--- src/rtl/traffic_pkg.sv ---
// Shared traffic definitions: vehicle light encodings and pedestrian FSM states.
package traffic_pkg;

    localparam int unsigned N_XING = 4;
    localparam int unsigned TL_W   = 3;

    localparam logic [TL_W-1:0] TL_RED    = 3'b100;
    localparam logic [TL_W-1:0] TL_YELLOW = 3'b010;
    localparam logic [TL_W-1:0] TL_GREEN  = 3'b001;

    typedef enum logic [1:0] {
        IDLE  = 2'd0,
        WALK  = 2'd1,
        FLASH = 2'd2
    } pru_state_t;

endpackage

--- src/rtl/pru_debounce.sv ---
// One push-button: 2-flop synchroniser, stability counter, debounced level and
// a registered one-cycle pulse on each debounced rising edge.
module pru_debounce #(
    parameter int unsigned DEBOUNCE_CYCLES = 16
) (
    input  logic clk,
    input  logic rst,
    input  logic btn,
    output logic rise
);

    localparam int unsigned CW = $clog2(DEBOUNCE_CYCLES + 1);

    logic          sync1_q, sync1_d;
    logic          sync2_q, sync2_d;
    logic          level_q, level_d;
    logic          rise_q, rise_d;
    logic [CW-1:0] cnt_q, cnt_d;

    // Count consecutive disagreeing samples; any agreeing sample restarts the count.
    always_comb begin
        sync1_d = btn;
        sync2_d = sync1_q;
        level_d = level_q;
        cnt_d   = '0;
        rise_d  = 1'b0;
        if (sync2_q != level_q) begin
            if (cnt_q == CW'(DEBOUNCE_CYCLES - 1)) begin
                level_d = ~level_q;
                rise_d  = ~level_q;
            end else begin
                cnt_d = cnt_q + CW'(1);
            end
        end
    end

    always_ff @(posedge clk or negedge rst) begin
        if (!rst) begin
            sync1_q <= 1'b0;
            sync2_q <= 1'b0;
            level_q <= 1'b0;
            rise_q  <= 1'b0;
            cnt_q   <= '0;
        end else begin
            sync1_q <= sync1_d;
            sync2_q <= sync2_d;
            level_q <= level_d;
            rise_q  <= rise_d;
            cnt_q   <= cnt_d;
        end
    end

    assign rise = rise_q;

endmodule

--- src/rtl/pedestrian_request_unit.sv ---
// Pedestrian front end: debounced button requests, grant capture, walk/flash lamp
// sequence and red-light cross-check. Define PRU_TIMEOUT_EN to build request age timeouts.
module pedestrian_request_unit
    import traffic_pkg::*;
#(
    parameter int unsigned DEBOUNCE_CYCLES = 16,
    parameter int unsigned WALK_CYCLES     = 20,
    parameter int unsigned FLASH_CYCLES    = 10,
    parameter int unsigned FLASH_PERIOD    = 2,
    parameter int unsigned MAX_WAIT        = 100
) (
    input  logic        clk,
    input  logic        rst,
    input  logic [3:0]  btn,
    input  logic [2:0]  traffic_light,
    input  logic        pedestrian_grant,
    output logic [3:0]  pedestrian,
    output logic [3:0]  served,
    output logic        walk_lamp,
    output logic        flash_lamp,
    output logic        busy,
    output logic        conflict,
    output logic        wait_timeout
);

    localparam int unsigned PH_MAX = (WALK_CYCLES > FLASH_CYCLES) ? WALK_CYCLES : FLASH_CYCLES;
    localparam int unsigned PCW    = $clog2(PH_MAX + 1);
    localparam int unsigned FPW    = $clog2(FLASH_PERIOD + 1);

    pru_state_t          state_q, state_d;
    logic [PCW-1:0]      ph_cnt_q, ph_cnt_d;
    logic [FPW-1:0]      fp_cnt_q, fp_cnt_d;
    logic [N_XING-1:0]   pedestrian_q, pedestrian_d;
    logic [N_XING-1:0]   served_q, served_d;
    logic                walk_q, walk_d;
    logic                flash_q, flash_d;
    logic                busy_q, busy_d;
    logic                conflict_q, conflict_d;
    logic [N_XING-1:0]   rise;
    logic                capture;

    for (genvar i = 0; i < N_XING; i++) begin : g_db
        pru_debounce #(
            .DEBOUNCE_CYCLES(DEBOUNCE_CYCLES)
        ) u_db (
            .clk (clk),
            .rst (rst),
            .btn (btn[i]),
            .rise(rise[i])
        );
    end

    assign capture = (state_q == IDLE) && pedestrian_grant && (pedestrian_q != '0);

    // Next state and registered lamp outputs; a rise during capture stays pending.
    always_comb begin
        state_d      = state_q;
        ph_cnt_d     = ph_cnt_q;
        fp_cnt_d     = fp_cnt_q;
        served_d     = served_q;
        pedestrian_d = pedestrian_q | rise;
        walk_d       = 1'b0;
        flash_d      = 1'b0;
        busy_d       = 1'b0;
        conflict_d   = conflict_q | ((state_q != IDLE) && (traffic_light != TL_RED));
        unique case (state_q)
            IDLE: begin
                if (capture) begin
                    served_d     = pedestrian_q;
                    pedestrian_d = rise;
                    state_d      = WALK;
                    ph_cnt_d     = '0;
                    walk_d       = 1'b1;
                    busy_d       = 1'b1;
                end
            end
            WALK: begin
                busy_d = 1'b1;
                if (ph_cnt_q == PCW'(WALK_CYCLES - 1)) begin
                    state_d  = FLASH;
                    ph_cnt_d = '0;
                    fp_cnt_d = '0;
                    flash_d  = 1'b1;
                end else begin
                    ph_cnt_d = ph_cnt_q + PCW'(1);
                    walk_d   = 1'b1;
                end
            end
            FLASH: begin
                if (ph_cnt_q == PCW'(FLASH_CYCLES - 1)) begin
                    state_d  = IDLE;
                    ph_cnt_d = '0;
                    fp_cnt_d = '0;
                    served_d = '0;
                end else begin
                    busy_d   = 1'b1;
                    ph_cnt_d = ph_cnt_q + PCW'(1);
                    if (fp_cnt_q == FPW'(FLASH_PERIOD - 1)) begin
                        fp_cnt_d = '0;
                        flash_d  = ~flash_q;
                    end else begin
                        fp_cnt_d = fp_cnt_q + FPW'(1);
                        flash_d  = flash_q;
                    end
                end
            end
            default: state_d = IDLE;
        endcase
    end

    always_ff @(posedge clk or negedge rst) begin
        if (!rst) begin
            state_q      <= IDLE;
            ph_cnt_q     <= '0;
            fp_cnt_q     <= '0;
            pedestrian_q <= '0;
            served_q     <= '0;
            walk_q       <= 1'b0;
            flash_q      <= 1'b0;
            busy_q       <= 1'b0;
            conflict_q   <= 1'b0;
        end else begin
            state_q      <= state_d;
            ph_cnt_q     <= ph_cnt_d;
            fp_cnt_q     <= fp_cnt_d;
            pedestrian_q <= pedestrian_d;
            served_q     <= served_d;
            walk_q       <= walk_d;
            flash_q      <= flash_d;
            busy_q       <= busy_d;
            conflict_q   <= conflict_d;
        end
    end

`ifdef PRU_TIMEOUT_EN
    localparam int unsigned AW = $clog2(MAX_WAIT + 1);

    logic [N_XING-1:0][AW-1:0] age_q, age_d;
    logic                      timeout_q, timeout_d;

    // Per-crossing saturating age while pending; serving a crossing clears its age.
    always_comb begin
        timeout_d = timeout_q;
        age_d     = '0;
        for (int i = 0; i < N_XING; i++) begin
            if (pedestrian_q[i] && !capture) begin
                age_d[i] = (age_q[i] == AW'(MAX_WAIT)) ? age_q[i] : age_q[i] + AW'(1);
            end
            if (age_d[i] == AW'(MAX_WAIT)) begin
                timeout_d = 1'b1;
            end
        end
    end

    always_ff @(posedge clk or negedge rst) begin
        if (!rst) begin
            age_q     <= '0;
            timeout_q <= 1'b0;
        end else begin
            age_q     <= age_d;
            timeout_q <= timeout_d;
        end
    end

    assign wait_timeout = timeout_q;
`else
    // MAX_WAIT only matters when the age counters are built.
    logic unused_max_wait;
    assign unused_max_wait = ^32'(MAX_WAIT);
    assign wait_timeout    = 1'b0;
`endif

    assign pedestrian = pedestrian_q;
    assign served     = served_q;
    assign walk_lamp  = walk_q;
    assign flash_lamp = flash_q;
    assign busy       = busy_q;
    assign conflict   = conflict_q;

endmodule

--- config.mk ---
export PLATFORM = sky130hd
export DESIGN_NAME = pedestrian_request_unit
export DESIGN_NICKNAME = d
export VERILOG_FILES = /design/src/rtl/traffic_pkg.sv /design/src/rtl/pru_debounce.sv /design/src/rtl/pedestrian_request_unit.sv
export SDC_FILE = /design/constraint.sdc
export NUM_CORES = 1
export LEC_CHECK = 0
export CAP_MARGIN = 20
export CORE_AREA = 2 2 82 84
export DETAILED_ROUTE_END_ITERATION = 16
export DIE_AREA = 0 0 84 86
export DONT_BUFFER_PORTS = 1
export RECOVER_POWER = 100
export SKIP_LAST_GASP = 1
export SLEW_MARGIN = 20
export SYNTH_ARGS = -nofsm -noshare
export SYNTH_HDL_FRONTEND = slang
export SYNTH_SLANG_ARGS = --single-unit
export TNS_END_PERCENT = 1
--- constraint.sdc ---
create_clock -name clk -period 2.1 [get_ports clk]
set_input_delay 0.42 -clock clk [delete_from_list [all_inputs] [get_ports clk]]
set_output_delay 0.42 -clock clk [all_outputs]
set_load 0.02 [all_outputs]
==> flow_summary.toml <==
[cts]
cts_buffers = 9
cts.sinks = 57
postCtsSetupRepairBufs = 0
ctsResizeCount = 0
clkTransAtPathRegs_ns = 0.06
cts-hold-fix-buffers = 2
cts_tree = "yes"
clock_latency_ns = 0.33
clockBufferDepth = 2
cts_root_buf = "clkbuf_8"
ctsHtreeMaxLevel = 3

[power_and_ir_drop]
power.density_nw_per_um2 = 923
ir_drop_mv = 0.497
power.leakage_nw = 1.33

[yosys]
syn_nets = 216
yosys.area_share.adder_pct = 5.66
ys_warn_count = 0
synth.largest_area_cell = "dfrtp_1"
synth_edf_count = 0
synth_area_um2 = 2430
muxShareOfSynthArea_pct = 3.76
synthXorXnorAreaFrac_pct = 4.32
synth_cell_types = 41
synthArstFlopShare_pct = 100
ys_seq_area_share_pct = 58.6
synth_simple_gate_area_share_pct = 14.9
yosys-top-cells-count = "57 x dfrtp_1, 18 x nor2_1, 13 x nand3_1"
synth_area_leaders = "dfrtp_1 59%, ha_1 5.7%, xor2_1 4.3%"
synth.most_common_cell = "dfrtp_1"
synth_flop_cell = "dfrtp_1"
synth_area_per_cell_um2 = 12.5
yosysTopAreaCellShare_pct = 58.6
synth_top_family_by_area = "simple AND/OR/NAND/NOR gates"
synth_compound_area_share_pct = 10.9
netlist_instances = 195
ys_ff_latch = 57

[setup_path]
startpoint_type = "flip-flop"
r2r_cells = 5
end_kind = "flip-flop"
cp_cell_sequence = "inv_1 -> ha_1 -> a21oi_1 -> nand2_1 -> o311ai_1"
cp_slowest_stage_delay_ns = 0.42
cp_max_fo = 7
required_ns = 2.32
rrSetupSlack_ns = 0.27
worst_path_max_delay_cell = "a21oi_1"
criticalPathCategory = "flip-flop to flip-flop"
cp_data_arrival_time_ns = 2.06

[floorplan]
die_area_um2 = 7220
dieWidth_um = 84
die_y_um = 86
num_rows = 29
core_um2 = 6280
num_io_pins = 23
initial_utilization_pct = 38.7

[grt]
busiest_layer = "met2"
grtUsageTotal_pct = 13.0
grt_pass1_wl_um = 7130
grt_antenna_before_repair = 0
overflow = 0
use_met3_pct = 7.03
grt_pass1_vias = 1491
grtUsageMet1_pct = 16.0
grt_max_degree = 58
grt_util_met2_pct = 19.9

[place]
hpwl_um = 2730
dp.cells = 273
port_buffers = 0
routabilityCongestion = 0.729

[route]
drt-initial-drc-count = 42
route.detailed.drc = 0
firstDrtPassIters = 4
num_vias = 1458
avgViaCountPerCell = 5.04
ant_nets = 0
wl_per_cell_um = 13.6
routed_wl_um = 3940

[final_layout]
area_delta_synth_final_pct = 11.1
fin_nets = 230
drive_gt1_share_pct = 12.7
fillCellCount = 592
instances_no_fill = 289
diodes = 0

[timing]
fin_tns_setup_ns = 0
maxSlewViolCount = 0
timing.hold.ws_ns = 0.119
worstMarginPinSlew_ns = 1.20
rsz0062_at_grt = "no"
report.final.setup_viol = 0
max_slew_margin_pct = 20.0
period_share_pct = 87.4
finalHoldViolCount = 0
fin_crit_ns = 1.83
max_freq_mhz = 545
skew_ns = 0.00714

[job]
maxCapViolCount = 0

[min_path]
whs_path_depth = 0
hp-class = "input pin to flip-flop"

[run_status]
status = "finished, final reports clean"
critical path, delay by kind of cell, from the launching register on:
kind,cells,cell delay [ns]
AOI/OAI and AO/OA,2,0.69
DFF,1,0.41
and+or+nand+nor,1,0.23
buffers and inverters,1,0.10
adders and majority gates,1,0.30
stage by stage:
stage | power, mW | utilization [%] | worst slack [ns] | cell area, µm²
floorplan | 1.55 | - | 0.431 | 2430
global placement | 1.63 | 40.4 | 0.358 | 2540
detailed placement | 1.63 | 40.4 | 0.339 | 2540
CTS | 2.56 | 43.7 | 0.327 | 2740
global route | 2.66 | 43.0 | 0.102 | 2700
finish | 2.49 | 43.0 | 0.265 | 2700
registers in the layout, summed over array words and instances, names as in the netlist, 2 cells and up:
name               count
g_db.u_db.cnt_q       20
g_db.u_db.sync2_q      4
g_db.u_db.rise         4
state_q                2
pedestrian             4
fp_cnt_q               2
ph_cnt_q               5
g_db.u_db.sync1_q      4
g_db.u_db.level_q      4
served                 4
placed cells by master, fill, tap and decap left out, types with 2 or more instances in the layout:
master     Yosys  routed
dfrtp_1       57      57
nor2_1        18      18
nand3_1       13      14
xor2_1        12      12
ha_1          11      11
clkbuf_8       0      11
inv_1          9       9
nand2_1        6       7
o21ai_0        5       5
a21oi_1        4       5
mux2_2         5       5
and2_0         0       4
nand2b_1       4       4
and3_1         4       4
nor4b_1        4       4
a22oi_1        4       4
o2bb2ai_1      4       4
a21o_1         3       3
and2_1         6       2
mux2i_1        2       2
o22ai_1        2       2
clkinv_2       0       2
clkbuf_1       0       2
layout make-up:
type	instances	area, µm²	area share, %
sequential	57	1430	52.8
multi-input combinational	128	953	35.3
clock buffer	11	151	5.60
tap	77	96.3	3.57
inverter	9	33.8	1.25
timing repair buffer	4	22.5	0.834
clock inverter	3	17.5	0.648
cells by family (layout without fill, tap and decap cells):
logic type	Yosys count	in the layout
flops	57	57
fa+ha+maj	11	11
compound gates	32	32
simple gates	64	64
other cells	1	1
xor+xnor	12	12
mux	8	8
buf+inv	10	27
per-layer routing:
layer	part of all wire (%)	wire length, µm
met5	0	0
met4	0.41	16
met3	6.5	255
met2	48	1890
met1	45	1780
final timing paths:
kind                                 startpoint                     to
max                                  state_q[0]            ph_cnt_q[4]
min                                      btn[0]   g_db[0].u_db.sync1_q
max reg2reg                          state_q[0]            ph_cnt_q[4]
min reg2reg                g_db[3].u_db.sync1_q   g_db[3].u_db.sync2_q
max in group asynchronous                   rst              walk_lamp
min in group asynchronous                   rst  g_db[3].u_db.cnt_q[3]
report_power, final:
| group | leakage (nW) | internal, mW | switching [mW] |
|---|---|---|---|
| Combinational | 0.488 | 0.146 | 0.221 |
| Sequential | 0.755 | 1.17 | 0.0782 |
| Clock | 0.0871 | 0.474 | 0.401 |
No activity file was read; power rests on OpenSTA's default activity.
